<file path="src/rtl/ddf_pick_1p2f_ms_pkg.sv">
// ============================================================================
// ddf_pkg : shared defaults, FSM state type and helpers for ddf_pick_1p2f_ms
// Rev 1.0
// ============================================================================
`default_nettype none

package ddf_pkg;

    localparam int DEF_FLUX      = 2;
    localparam int DEF_TAG_WIDTH = $clog2(DEF_FLUX);
    localparam int DEF_PICK_N    = 4;

    typedef enum logic [1:0] {
        IDLE    = 2'd0,
        CONSUME = 2'd1,
        EMIT    = 2'd2
    } state_t;

    // Tag = top tag_w bits of a width-bit token (token passed zero-extended).
    function automatic logic [31:0] tag_of(input logic [31:0] tok, input int width, input int tag_w);
        return (tok >> (width - tag_w)) & ((32'd1 << tag_w) - 32'd1);
    endfunction

    function automatic int rr_idx(input int base, input int off, input int n);
        return (base + off) % n;
    endfunction

endpackage

`default_nettype wire

</file>
<file path="src/rtl/ddf_pick_1p2f_ms_if.sv">
// ============================================================================
// ddf_pick_1p2f_ms_if : tagged main/NDA input ports and tagged output port
// Rev 1.0
// ============================================================================
`default_nettype none

interface ddf_pick_1p2f_ms_if #(
    parameter int FLUX      = 2,
    parameter int WIDTH     = 9,
    parameter int WIDTH_NDA = 9
);
    logic                 in_port_write;
    logic [WIDTH-1:0]     in_port_datain;
    logic [FLUX-1:0]      in_port_full;
    logic                 in_port_write_nda;
    logic [WIDTH_NDA-1:0] in_port_datain_nda;
    logic [FLUX-1:0]      in_port_full_nda;
    logic                 out_port_write;
    logic [WIDTH-1:0]     out_port_dataout;
    logic                 out_port_full;

    modport master (
        output in_port_write, in_port_datain, in_port_write_nda, in_port_datain_nda, out_port_full,
        input  in_port_full, in_port_full_nda, out_port_write, out_port_dataout
    );

    modport slave (
        input  in_port_write, in_port_datain, in_port_write_nda, in_port_datain_nda, out_port_full,
        output in_port_full, in_port_full_nda, out_port_write, out_port_dataout
    );
endinterface

`default_nettype wire

</file>
<file path="src/rtl/ddf_pick_1p2f_ms_tag_fifo.sv">
// ============================================================================
// ddf_tag_fifo : show-ahead FIFO, drops pushes when full unless popped same cycle
// Rev 1.0
// ============================================================================
`default_nettype none

module ddf_tag_fifo #(
    parameter int WIDTH = 9,
    parameter int DEPTH = 8
) (
    input  logic                     clk,
    input  logic                     rst,
    input  logic                     push,
    input  logic                     pop,
    input  logic [WIDTH-1:0]         din,
    output logic [WIDTH-1:0]         dout,
    output logic                     full,
    output logic                     empty,
    output logic [$clog2(DEPTH):0]   count
);
    localparam int c_aw = $clog2(DEPTH);
    localparam logic [c_aw:0] c_full = DEPTH[c_aw:0];

    logic [WIDTH-1:0] r_mem [DEPTH];
    logic [c_aw-1:0]  r_wr_ptr;
    logic [c_aw-1:0]  r_rd_ptr;
    logic [c_aw:0]    r_count;
    logic             w_do_push;
    logic             w_do_pop;

    assign full      = (r_count == c_full);
    assign empty     = (r_count == '0);
    assign count     = r_count;
    assign dout      = r_mem[r_rd_ptr];
    assign w_do_pop  = pop && !empty;
    assign w_do_push = push && (!full || w_do_pop);

    always_ff @(posedge clk) begin
        if (w_do_push) r_mem[r_wr_ptr] <= din;
    end

    always_ff @(posedge clk or negedge rst) begin
        if (!rst) begin
            r_wr_ptr <= '0;
            r_rd_ptr <= '0;
            r_count  <= '0;
        end else begin
            if (w_do_push) r_wr_ptr <= r_wr_ptr + c_aw'(1);
            if (w_do_pop)  r_rd_ptr <= r_rd_ptr + c_aw'(1);
            case ({w_do_push, w_do_pop})
                2'b10:   r_count <= r_count + (c_aw+1)'(1);
                2'b01:   r_count <= r_count - (c_aw+1)'(1);
                default: r_count <= r_count;
            endcase
        end
    end

endmodule

`default_nettype wire

</file>
<file path="src/rtl/ddf_pick_1p2f_ms.sv">
// ============================================================================
// ddf_pick_1p2f_ms : multi-stream PICK actor, PICK_N main + 1 NDA -> NDA out
// Rev 1.0
// ============================================================================
`default_nettype none

module ddf_pick_1p2f_ms
    import ddf_pkg::*;
#(
    parameter int FLUX      = DEF_FLUX,
    parameter int TAG_WIDTH = $clog2(FLUX),
    parameter int WIDTH     = 9,
    parameter int WIDTH_NDA = 9,
    parameter int DEPTH     = 8,
    parameter int PICK_N    = DEF_PICK_N
) (
    input  logic              clk,
    input  logic              rst,
    ddf_pick_1p2f_ms_if.slave bus
);
    localparam int c_cw     = $clog2(DEPTH) + 1;
    localparam int c_nw     = $clog2(PICK_N + 1);
    localparam int c_pw     = WIDTH - TAG_WIDTH;
    localparam int c_pw_nda = WIDTH_NDA - TAG_WIDTH;
    localparam logic [c_nw-1:0] c_pick = PICK_N[c_nw-1:0];

    logic [FLUX-1:0]      w_main_push, w_main_pop, w_main_full, w_main_empty;
    logic [FLUX-1:0]      w_nda_push, w_nda_pop, w_nda_full, w_nda_empty;
    logic [WIDTH-1:0]     w_main_dout  [FLUX];
    logic [WIDTH_NDA-1:0] w_nda_dout   [FLUX];
    logic [c_cw-1:0]      w_main_count [FLUX];
    logic [c_cw-1:0]      w_nda_count  [FLUX];

    state_t               r_state, w_next_state;
    logic [c_nw-1:0]      r_cnt [FLUX];
    logic [TAG_WIDTH-1:0] r_rr;
    logic [TAG_WIDTH-1:0] w_sel;
    logic [WIDTH-1:0]     r_out_data;

    for (genvar f = 0; f < FLUX; f++) begin : g_flux
        assign w_main_push[f] = bus.in_port_write &&
            (TAG_WIDTH'(tag_of(32'(bus.in_port_datain), WIDTH, TAG_WIDTH)) == TAG_WIDTH'(f));
        assign w_nda_push[f]  = bus.in_port_write_nda &&
            (TAG_WIDTH'(tag_of(32'(bus.in_port_datain_nda), WIDTH_NDA, TAG_WIDTH)) == TAG_WIDTH'(f));

        ddf_tag_fifo #(.WIDTH(WIDTH), .DEPTH(DEPTH)) u_main (
            .clk(clk), .rst(rst), .push(w_main_push[f]), .pop(w_main_pop[f]),
            .din(bus.in_port_datain), .dout(w_main_dout[f]), .full(w_main_full[f]),
            .empty(w_main_empty[f]), .count(w_main_count[f])
        );

        ddf_tag_fifo #(.WIDTH(WIDTH_NDA), .DEPTH(DEPTH)) u_nda (
            .clk(clk), .rst(rst), .push(w_nda_push[f]), .pop(w_nda_pop[f]),
            .din(bus.in_port_datain_nda), .dout(w_nda_dout[f]), .full(w_nda_full[f]),
            .empty(w_nda_empty[f]), .count(w_nda_count[f])
        );
    end

    assign bus.in_port_full     = w_main_full;
    assign bus.in_port_full_nda = w_nda_full;

    // Main payloads are discarded by the actor; counts are only observability.
    logic w_unused;
    always_comb begin
        w_unused = 1'b0;
        for (int f = 0; f < FLUX; f++)
            w_unused = w_unused ^ (^w_main_dout[f]) ^ (^w_main_count[f]) ^
                       (^w_nda_count[f]) ^ (^w_nda_dout[f]);
    end

    always_comb begin
        logic                 emit_ok, cons_ok;
        logic [TAG_WIDTH-1:0] emit_sel, cons_sel, idx;
        w_next_state = IDLE;
        w_sel        = r_rr;
        w_main_pop   = '0;
        w_nda_pop    = '0;
        emit_ok      = 1'b0;
        cons_ok      = 1'b0;
        emit_sel     = '0;
        cons_sel     = '0;
        idx          = '0;
        // Both searches start at the round-robin pointer; emit wins over consume.
        for (int i = 0; i < FLUX; i++) begin
            idx = TAG_WIDTH'(rr_idx(int'(r_rr), i, FLUX));
            if (!emit_ok && r_cnt[idx] == c_pick && !w_nda_empty[idx] && !bus.out_port_full) begin
                emit_ok  = 1'b1;
                emit_sel = idx;
            end
            if (!cons_ok && r_cnt[idx] != c_pick && !w_main_empty[idx]) begin
                cons_ok  = 1'b1;
                cons_sel = idx;
            end
        end
        if (emit_ok) begin
            w_next_state        = EMIT;
            w_sel               = emit_sel;
            w_nda_pop[emit_sel] = 1'b1;
        end else if (cons_ok) begin
            w_next_state         = CONSUME;
            w_sel                = cons_sel;
            w_main_pop[cons_sel] = 1'b1;
        end
    end

    always_ff @(posedge clk or negedge rst) begin
        if (!rst) r_state <= IDLE;
        else      r_state <= w_next_state;
    end

    always_ff @(posedge clk or negedge rst) begin
        if (!rst) begin
            r_rr       <= '0;
            r_out_data <= '0;
            for (int f = 0; f < FLUX; f++) r_cnt[f] <= '0;
        end else begin
            if (w_next_state == EMIT) begin
                r_cnt[w_sel] <= '0;
                r_out_data   <= {w_sel, c_pw'(w_nda_dout[w_sel][c_pw_nda-1:0])};
            end else if (w_next_state == CONSUME) begin
                r_cnt[w_sel] <= r_cnt[w_sel] + c_nw'(1);
            end
            if (w_next_state != IDLE) r_rr <= TAG_WIDTH'(rr_idx(int'(w_sel), 1, FLUX));
        end
    end

    assign bus.out_port_write   = (r_state == EMIT);
    assign bus.out_port_dataout = r_out_data;

endmodule

`default_nettype wire

</file>
<file path="src/flat_wrapper.sv">
// flat-port wrapper written by rule: the top's interface ports become plain ports
module ddf_pick_1p2f_ms_flat import ddf_pkg::*;
#(
    parameter int FLUX      = DEF_FLUX,
    parameter int TAG_WIDTH = $clog2(FLUX),
    parameter int WIDTH     = 9,
    parameter int WIDTH_NDA = 9,
    parameter int DEPTH     = 8,
    parameter int PICK_N    = DEF_PICK_N
)
  (clk, rst, bus_in_port_write, bus_in_port_datain, bus_in_port_write_nda, bus_in_port_datain_nda, bus_out_port_full, bus_in_port_full, bus_in_port_full_nda, bus_out_port_write, bus_out_port_dataout);
  ddf_pick_1p2f_ms_if #(.FLUX(FLUX), .WIDTH(WIDTH), .WIDTH_NDA(WIDTH_NDA)) bus_i ();
  input  logic clk;
  input  logic rst;
  input wire logic [$bits(bus_i.in_port_write)-1:0] bus_in_port_write;
  input wire logic [$bits(bus_i.in_port_datain)-1:0] bus_in_port_datain;
  input wire logic [$bits(bus_i.in_port_write_nda)-1:0] bus_in_port_write_nda;
  input wire logic [$bits(bus_i.in_port_datain_nda)-1:0] bus_in_port_datain_nda;
  input wire logic [$bits(bus_i.out_port_full)-1:0] bus_out_port_full;
  output wire logic [$bits(bus_i.in_port_full)-1:0] bus_in_port_full;
  output wire logic [$bits(bus_i.in_port_full_nda)-1:0] bus_in_port_full_nda;
  output wire logic [$bits(bus_i.out_port_write)-1:0] bus_out_port_write;
  output wire logic [$bits(bus_i.out_port_dataout)-1:0] bus_out_port_dataout;
  assign bus_i.in_port_write = bus_in_port_write;
  assign bus_i.in_port_datain = bus_in_port_datain;
  assign bus_i.in_port_write_nda = bus_in_port_write_nda;
  assign bus_i.in_port_datain_nda = bus_in_port_datain_nda;
  assign bus_i.out_port_full = bus_out_port_full;
  assign bus_in_port_full = bus_i.in_port_full;
  assign bus_in_port_full_nda = bus_i.in_port_full_nda;
  assign bus_out_port_write = bus_i.out_port_write;
  assign bus_out_port_dataout = bus_i.out_port_dataout;
  ddf_pick_1p2f_ms #(.FLUX(FLUX), .TAG_WIDTH(TAG_WIDTH), .WIDTH(WIDTH), .WIDTH_NDA(WIDTH_NDA), .DEPTH(DEPTH), .PICK_N(PICK_N)) u_core (.clk(clk), .rst(rst), .bus(bus_i));
endmodule
</file>
<file path="config.mk">
export PLATFORM = sky130hd
export DESIGN_NAME = ddf_pick_1p2f_ms_flat
export DESIGN_NICKNAME = d
export VERILOG_FILES = /design/src/rtl/ddf_pick_1p2f_ms_pkg.sv /design/src/rtl/ddf_pick_1p2f_ms_if.sv /design/src/rtl/ddf_pick_1p2f_ms_tag_fifo.sv /design/src/rtl/ddf_pick_1p2f_ms.sv /design/src/flat_wrapper.sv
export SDC_FILE = /design/constraint.sdc
export NUM_CORES = 1
export LEC_CHECK = 0
export CAP_MARGIN = 20
export CORE_MARGIN = 5
export CORE_UTILIZATION = 40
export CTS_CLUSTER_DIAMETER = 200
export CTS_CLUSTER_SIZE = 40
export DETAILED_ROUTE_END_ITERATION = 8
export GPL_ROUTABILITY_DRIVEN = 0
export GPL_TIMING_DRIVEN = 1
export PLACE_DENSITY = 0.67
export RECOVER_POWER = 100
export SLEW_MARGIN = 20
export SYNTH_ARGS = -nofsm -noshare
export SYNTH_HDL_FRONTEND = slang
export SYNTH_HIERARCHICAL = 1
export SYNTH_SLANG_ARGS = --single-unit
</file>
<file path="constraint.sdc">
create_clock -name clk -period 9.8 [get_ports clk]
set_clock_uncertainty 0.2 [all_clocks]
set_input_delay 1.96 -clock clk [delete_from_list [all_inputs] [get_ports clk]]
set_output_delay 1.96 -clock clk [all_outputs]
set_load 0.05 [all_outputs]
</file>
==> key figures, run 1 <==
Timing
  – Final Hold Fails: 0
  – Setup slack after layout: 3.55 ns
  – Unrepaired setup endpoints after global routing: false
  – Worst slew pin tran: 1.97 ns
  – FMAX: 0.160 GHz
  – Final TNS setup: 0 ns
  – Endpoints failing setup: 0
  – Pins Over Slew Limit: 67
  – Final Critical Period: 6.25 ns
  – Worst slew margin: -31.4%
  – Period utilization: 63.7%

Clock network
  – Clock transition at the registers of the reported paths: 0.07 ns
  – CTS Sinks: 174
  – Quantity of hold-fixing buffers added after cts: 0
  – Setup Fix Bufs, Post-CTS: 0
  – Num CTS Buffers: 17
  – Root Buffer: clkbuf_16
  – CTS max path bufs: 2
  – CTS resizes: 0
  – CTS tree: done
  – H-tree levels: 4
  – Clk Latency, worst-skew pair: 0.42 ns

Drt
  – Iter 0 DRT Violations: 255
  – Post-route DRC: 0
  – Detail Route Antenna Nets: 0
  – Post-Route WL: 15.4 mm
  – Vias: 4332
  – Avg WL per Cell: 18.8 um
  – Routed vias/inst: 5.30
  – Detailed Routing Iterations Pass 1: 4

Finish
  – Fin nets: 579
  – Post-route cell area: 0.00890 mm^2
  – Share of cells above drive strength 1: 18.3%
  – P&R area growth vs syn: 11.8%
  – Filler cell count: 1741
  – Ant diodes: 0

Power
  – VDD IR max: 0.150 mV
  – Sequential share of power: 39.7%
  – Pwr dens: 315 mW/mm^2
  – Switch Pwr: 1.02 mW
  – Combinational share of power: 38.0%
  – Sw frac: 36.2%
  – Clock group share of total power: 22.3%
  – P_leak: 3.21 nW
  – Tot Pwr: 2.81 mW
  – Internal Pwr Total: 1.79 mW

Global route
  – Initial antenna violation count: 3
  – First-pass GRT wire length: 24.5 mm
  – Total Routing Usage GR: 14.3%
  – Largest net degree at the start of global routing: 27
  – Vias in the first global route: 4640
  – Gr ovfl total: 0

Floorplan
  – I/O Pins: 37
  – Die height: 151 um
  – Initial Util: 40.7%
  – Rows: 51
  – Die Wd: 151 um
  – Core area: 0.0195 mm^2
  – Full die area: 0.0228 mm^2

Place
  – Dpl cell area: 0.00848 mm^2
  – Pre-CTS WS: 4.37 ns
  – Port bufs: 28
  – Post-detail-place hpwl: 10.3 mm

Setup path
  – CP Max Fanout: 26
  – Crit path DAT: 6.33 ns
  – Kind of critical path: input port to flip-flop
  – Crit. End Element: flip-flop
  – Startpoint types: input port
  – WP data required: 9.89 ns

Yosys
  – Syn Area/Cell: 15.7 um^2
  – Yosys warnings: 6
  – Cell area after synthesis: 0.00796 mm^2
  – Cells after Synth: 506
  – Syn nets: 546

Hold path
  – Min-Delay Path Class: flip-flop to flip-flop

Run status
  – Status: complete, but fails checks
  – Failing checks: max-capacitance violations, max-slew violations

Job
  – Max_cap viols: 3
==> critical path, cell delays in order <==
cell and delay (ns):
dlygate4sd3_1 0.57, a21oi_1 1.48, nor3_1 0.66, inv_1 0.31
or3_1 0.19, inv_1 0.07, ha_1 0.27, a211oi_1 0.08
or3_1 0.40, o211ai_1 0.19, o221ai_1 0.14
==> registers in the layout (all words and copies together) (netlist names) <==
signal / cells
u_core/r_rr: 1
u_core/g_flux.u_main/count: 8
u_core/r_state: 2
u_core/g_flux.u_nda/r_wr_ptr: 6
u_core/bus.out_port_dataout: 9
u_core/g_flux.u_nda/r_rd_ptr: 6
u_core/g_flux.u_nda/r_mem: 128
u_core/r_cnt: 6
u_core/g_flux.u_nda/count: 8
==> metrics by stage <==
stage          cells  util [%]  hold WS [ns]
3_5_place_dp     785      43.4         0.309
4_1_cts          817      46.2         0.323
6_report         817      45.6         0.325
5_1_grt          817      45.6         0.343
3_3_place_gp     783      43.2         0.299
2_1_floorplan    506         -         0.269
==> power by group through the flow <==
stage | sequential [mW] | clock, mW | combinational [mW]
final | 1.11 | 0.625 | 1.07
after global routing | 1.14 | 0.674 | 1.18
after CTS | 1.12 | 0.640 | 1.13
after detailed placement | 1.13 | 0 | 1.12
after global placement | 1.13 | 0 | 1.04
after floorplan | 1.09 | 0 | 0.901
==> layout make-up <==
cell class	count	area, um^2	area share, %
sequential	174	5000	56.2
multi-input combinational	285	2620	29.4
clock buffer	20	437	4.91
tap	265	332	3.73
timing repair buffer	34	308	3.46
clock inverter	12	104	1.17
inverter	27	101	1.14
==> worst paths after layout <==
path                       slack [ns]                                             end                                           start  cells past startpoint
min in group asynchronous        1.59    u_core/g_flux[1].u_main/count[2]$_DFFE_PN0P_                                             rst                      1
min                              0.33  u_core/g_flux[0].u_nda/r_wr_ptr[0]$_DFFE_PN0P_  u_core/g_flux[0].u_nda/r_wr_ptr[0]$_DFFE_PN0P_                      1
max                              3.55    u_core/g_flux[1].u_main/count[3]$_DFFE_PN0P_                               bus_out_port_full                     11
max reg2reg                      4.36    u_core/g_flux[1].u_main/count[3]$_DFFE_PN0P_     u_core/g_flux[1].u_nda/count[1]$_DFFE_PN0P_                     13
max in group asynchronous        5.69  u_core/g_flux[1].u_nda/r_rd_ptr[0]$_DFFE_PN0N_                                             rst                      2
min reg2reg                      0.33  u_core/g_flux[0].u_nda/r_wr_ptr[0]$_DFFE_PN0P_  u_core/g_flux[0].u_nda/r_wr_ptr[0]$_DFFE_PN0P_                      1
==> placed cells by master, fill, tap and decap left out, drive strengths merged, types with 3 or more instances in the layout <==
cell,n
dlygate4sd3,23
mux4,32
a211o,4
nand2b,11
nand3,7
nor2b,4
mux2i,18
or2,6
nand2,19
ha,13
nor3,7
o22ai,4
o211ai,4
clkdlybuf4s50,4
a211oi,3
inv,33
clkinv,4
mux2,28
xor2,9
o21ai,13
a21oi,19
dfrtp,46
a31oi,3
fa,4
xnor2,10
nand3b,3
or3,9
nor2,36
edfxtp,128
clkbuf,26
==> routing by layer <==
layer,global-route usage (%),up-vias,wire (um)
li1,-,1979,-
met5,0,-,39
met2,24.0,95,7750
met4,3.40,6,111
met3,4.49,16,837
met1,18.2,2236,6660
Note: power is estimated with default switching activity, not from simulation.
==> inputs of run 2 (changes only) <==
--- a/config.mk
+++ b/config.mk
@@ -13,7 +13,7 @@
 export DETAILED_ROUTE_END_ITERATION = 8
 export GPL_ROUTABILITY_DRIVEN = 0
 export GPL_TIMING_DRIVEN = 1
-export PLACE_DENSITY = 0.67
+export PLACE_DENSITY = 0.69
 export RECOVER_POWER = 100
 export SLEW_MARGIN = 20
 export SYNTH_ARGS = -nofsm -noshare
==> constraint.sdc (replaced) <==
create_clock -name clk -period 5.1 [get_ports clk]
set_clock_uncertainty 0.2 [all_clocks]
set_input_delay 1.02 -clock clk [delete_from_list [all_inputs] [get_ports clk]]
set_output_delay 1.02 -clock clk [all_outputs]
set_load 0.05 [all_outputs]
==> key figures, run 2 (synthesis results as in run 1) <==
Run status
  – Status: complete, but fails checks
  – Failing checks: max-capacitance violations, max-slew violations

Clock network
  – Clock transition at the registers of the reported paths: 0.06 ns
  – CTS Sinks: 174
  – Setup Fix Bufs, Post-CTS: 0
  – Quantity of hold-fixing buffers added after cts: 0
  – CTS resizes: 0
  – Clk Latency, worst-skew pair: 0.42 ns
  – Root Buffer: clkbuf_16
  – H-tree levels: 4
  – CTS tree: done
  – Num CTS Buffers: 17
  – CTS max path bufs: 2

Finish
  – Commonest non-fill, non-tap cells in the layout: 128 x edfxtp_1, 44 x dfrtp_1, 36 x nor2_1
  – Largest register FFs: 128
  – Final core utilization: 45.6%
  – Reg with most FFs: u_core/g_flux.u_nda/r_mem
  – Filler cell count: 1727
  – Commonest non-fill, non-tap cell in the layout: edfxtp_1
  – Share of cells above drive strength 1: 18.4%
  – P&R area growth vs syn: 12.0%
  – Fin nets: 581

Timing
  – Worst slew pin tran: 2.73 ns
  – Worst slew margin: -82.3%
  – Unrepaired setup endpoints after global routing: false
  – FMAX: 0.232 GHz
  – Pins Over Slew Limit: 47
  – Endpoints failing setup: 0
  – Final TNS setup: 0 ns
  – Period utilization: 84.4%
  – Final Critical Period: 4.31 ns
  – Final Hold Fails: 0

Drt
  – Post-route DRC: 0
  – Iter 0 DRT Violations: 294
  – Routed vias/inst: 5.25
  – Met2 Wirelength: 7.57 mm
  – Metal3 WL: 737 um
  – Detail Route Antenna Nets: 0
  – Avg WL per Cell: 18.1 um
  – Post-Route WL: 14.9 mm
  – Max layer used: met5
  – M1 WL: 6.35 mm
  – Detailed Routing Iterations Pass 1: 4
  – Vias: 4309

Power
  – Pwr dens: 601 mW/mm^2
  – VDD IR max: 0.375 mV
  – P_leak: 3.21 nW

Setup path
  – Crit path DAT: 4.46 ns
  – Kind of critical path: flip-flop to flip-flop
  – Worst path cell trace: or3_1 > nor2_1 > or4b_1 > nand2b_1 > a21oi_1 > o21ai_0 > or2_2 > inv_1 > ha_1 > or2_2 > a21oi_1 > mux2i_1 > nand3b_1
  – Crit. End Element: flip-flop
  – CP Max Fanout: 8
  – CP max stage cell: or4b_1
  – Startpoint types: flip-flop
  – WP data required: 5.25 ns
  – R2R setup slack: 0.79 ns
  – Crit-path max cell delay: 0.57 ns

Floorplan
  – Core area: 0.0195 mm^2
  – Die height: 151 um
  – Die Wd: 151 um
  – Rows: 51
  – Initial Util: 40.7%
  – I/O Pins: 37
  – Full die area: 0.0228 mm^2

Global route
  – Initial antenna violation count: 4
  – Gr ovfl total: 0
  – Total Routing Usage GR: 14.0%
  – First-pass GRT wire length: 24.1 mm
  – Vias in the first global route: 4509
  – Largest net degree at the start of global routing: 47

Job
  – Max_cap viols: 1

Place
  – Post-detail-place hpwl: 10.0 mm
  – Port bufs: 28

Hold path
  – Min-Delay Path Class: flip-flop to flip-flop
run 2: cell count changes in the layout (fill, tap and decap cells not counted), sizes merged:
cell,previous run,this run
clkbuf,26,30
clkdlybuf4s50,4,5
clkinv,4,5
diode,0,1
dlygate4sd3,23,22
inv,33,30
run 2: power by group:
group / internal [mW] / leakage, nW / total (mW) / switching, mW
combinational: 0.978 / 1.25 / 2.01 / 1.03
sequential: 1.80 / 1.70 / 2.16 / 0.356
clock: 0.658 / 0.263 / 1.19 / 0.529
run 2: final timing paths:
check | start | end | cells past startpoint
setup / recovery | u_core/g_flux[0].u_nda/count[0]$_DFFE_PN0P_ | u_core/g_flux[0].u_nda/count[3]$_DFFE_PN0P_ | 13
hold / removal | u_core/g_flux[1].u_nda/count[2]$_DFFE_PN0P_ | u_core/g_flux[1].u_nda/count[2]$_DFFE_PN0P_ | 1
setup reg to reg | u_core/g_flux[0].u_nda/count[0]$_DFFE_PN0P_ | u_core/g_flux[0].u_nda/count[3]$_DFFE_PN0P_ | 13
hold reg to reg | u_core/g_flux[1].u_nda/count[2]$_DFFE_PN0P_ | u_core/g_flux[1].u_nda/count[2]$_DFFE_PN0P_ | 1
max in group asynchronous | rst | u_core/g_flux[0].u_nda/r_rd_ptr[0]$_DFFE_PN0N_ | 2
min in group asynchronous | rst | u_core/bus.out_port_dataout[4]$_DFFE_PN0P_ | 2
run 2: final cells by class:
| class | instances | area (um^2) | area share, % |
|---|---|---|---|
| diodes | 1 | 2.50 | 0.0281 |
| clock buffers | 22 | 464 | 5.21 |
| clock inverters | 10 | 83.8 | 0.941 |
| inverters | 27 | 101 | 1.14 |
| multi-input cells | 285 | 2620 | 29.4 |
| flip-flops and latches | 174 | 5000 | 56.1 |
| well taps | 265 | 332 | 3.72 |
| repair buffers | 36 | 305 | 3.43 |
run 2: per-stage QoR:
step                      instances  cell area (um^2)  setup slack (ns)  hold slack, ns  total power [mW]
after floorplan                 506              7960              1.50           0.269              3.83
after global placement          787              8470             0.906           0.293              4.18
after detailed placement        787              8470             0.768           0.319              4.31
after CTS                       819              9020             0.956           0.328              5.52
after global routing            820              8910             0.546           0.344              5.72
final                           820              8910             0.794           0.326              5.35
run 2: worst max-delay path, delay by kind of cell (launching register included):
family	cells	cell delay [ns]
buffers and inverters	1	0.09
DFF	1	0.38
and+or+nand+nor	7	1.99
AOI/OAI and AO/OA	3	1.13
muxes	1	0.21
adders and majority gates	1	0.24
run 2: metal layers:
| metal | vias up | track usage (%) |
|---|---|---|
| met5 | - | 0 |
| met4 | 6 | 3.54 |
| met3 | 17 | 4.40 |
| met2 | 89 | 23.7 |
| met1 | 2211 | 17.6 |
| li1 | 1986 | - |
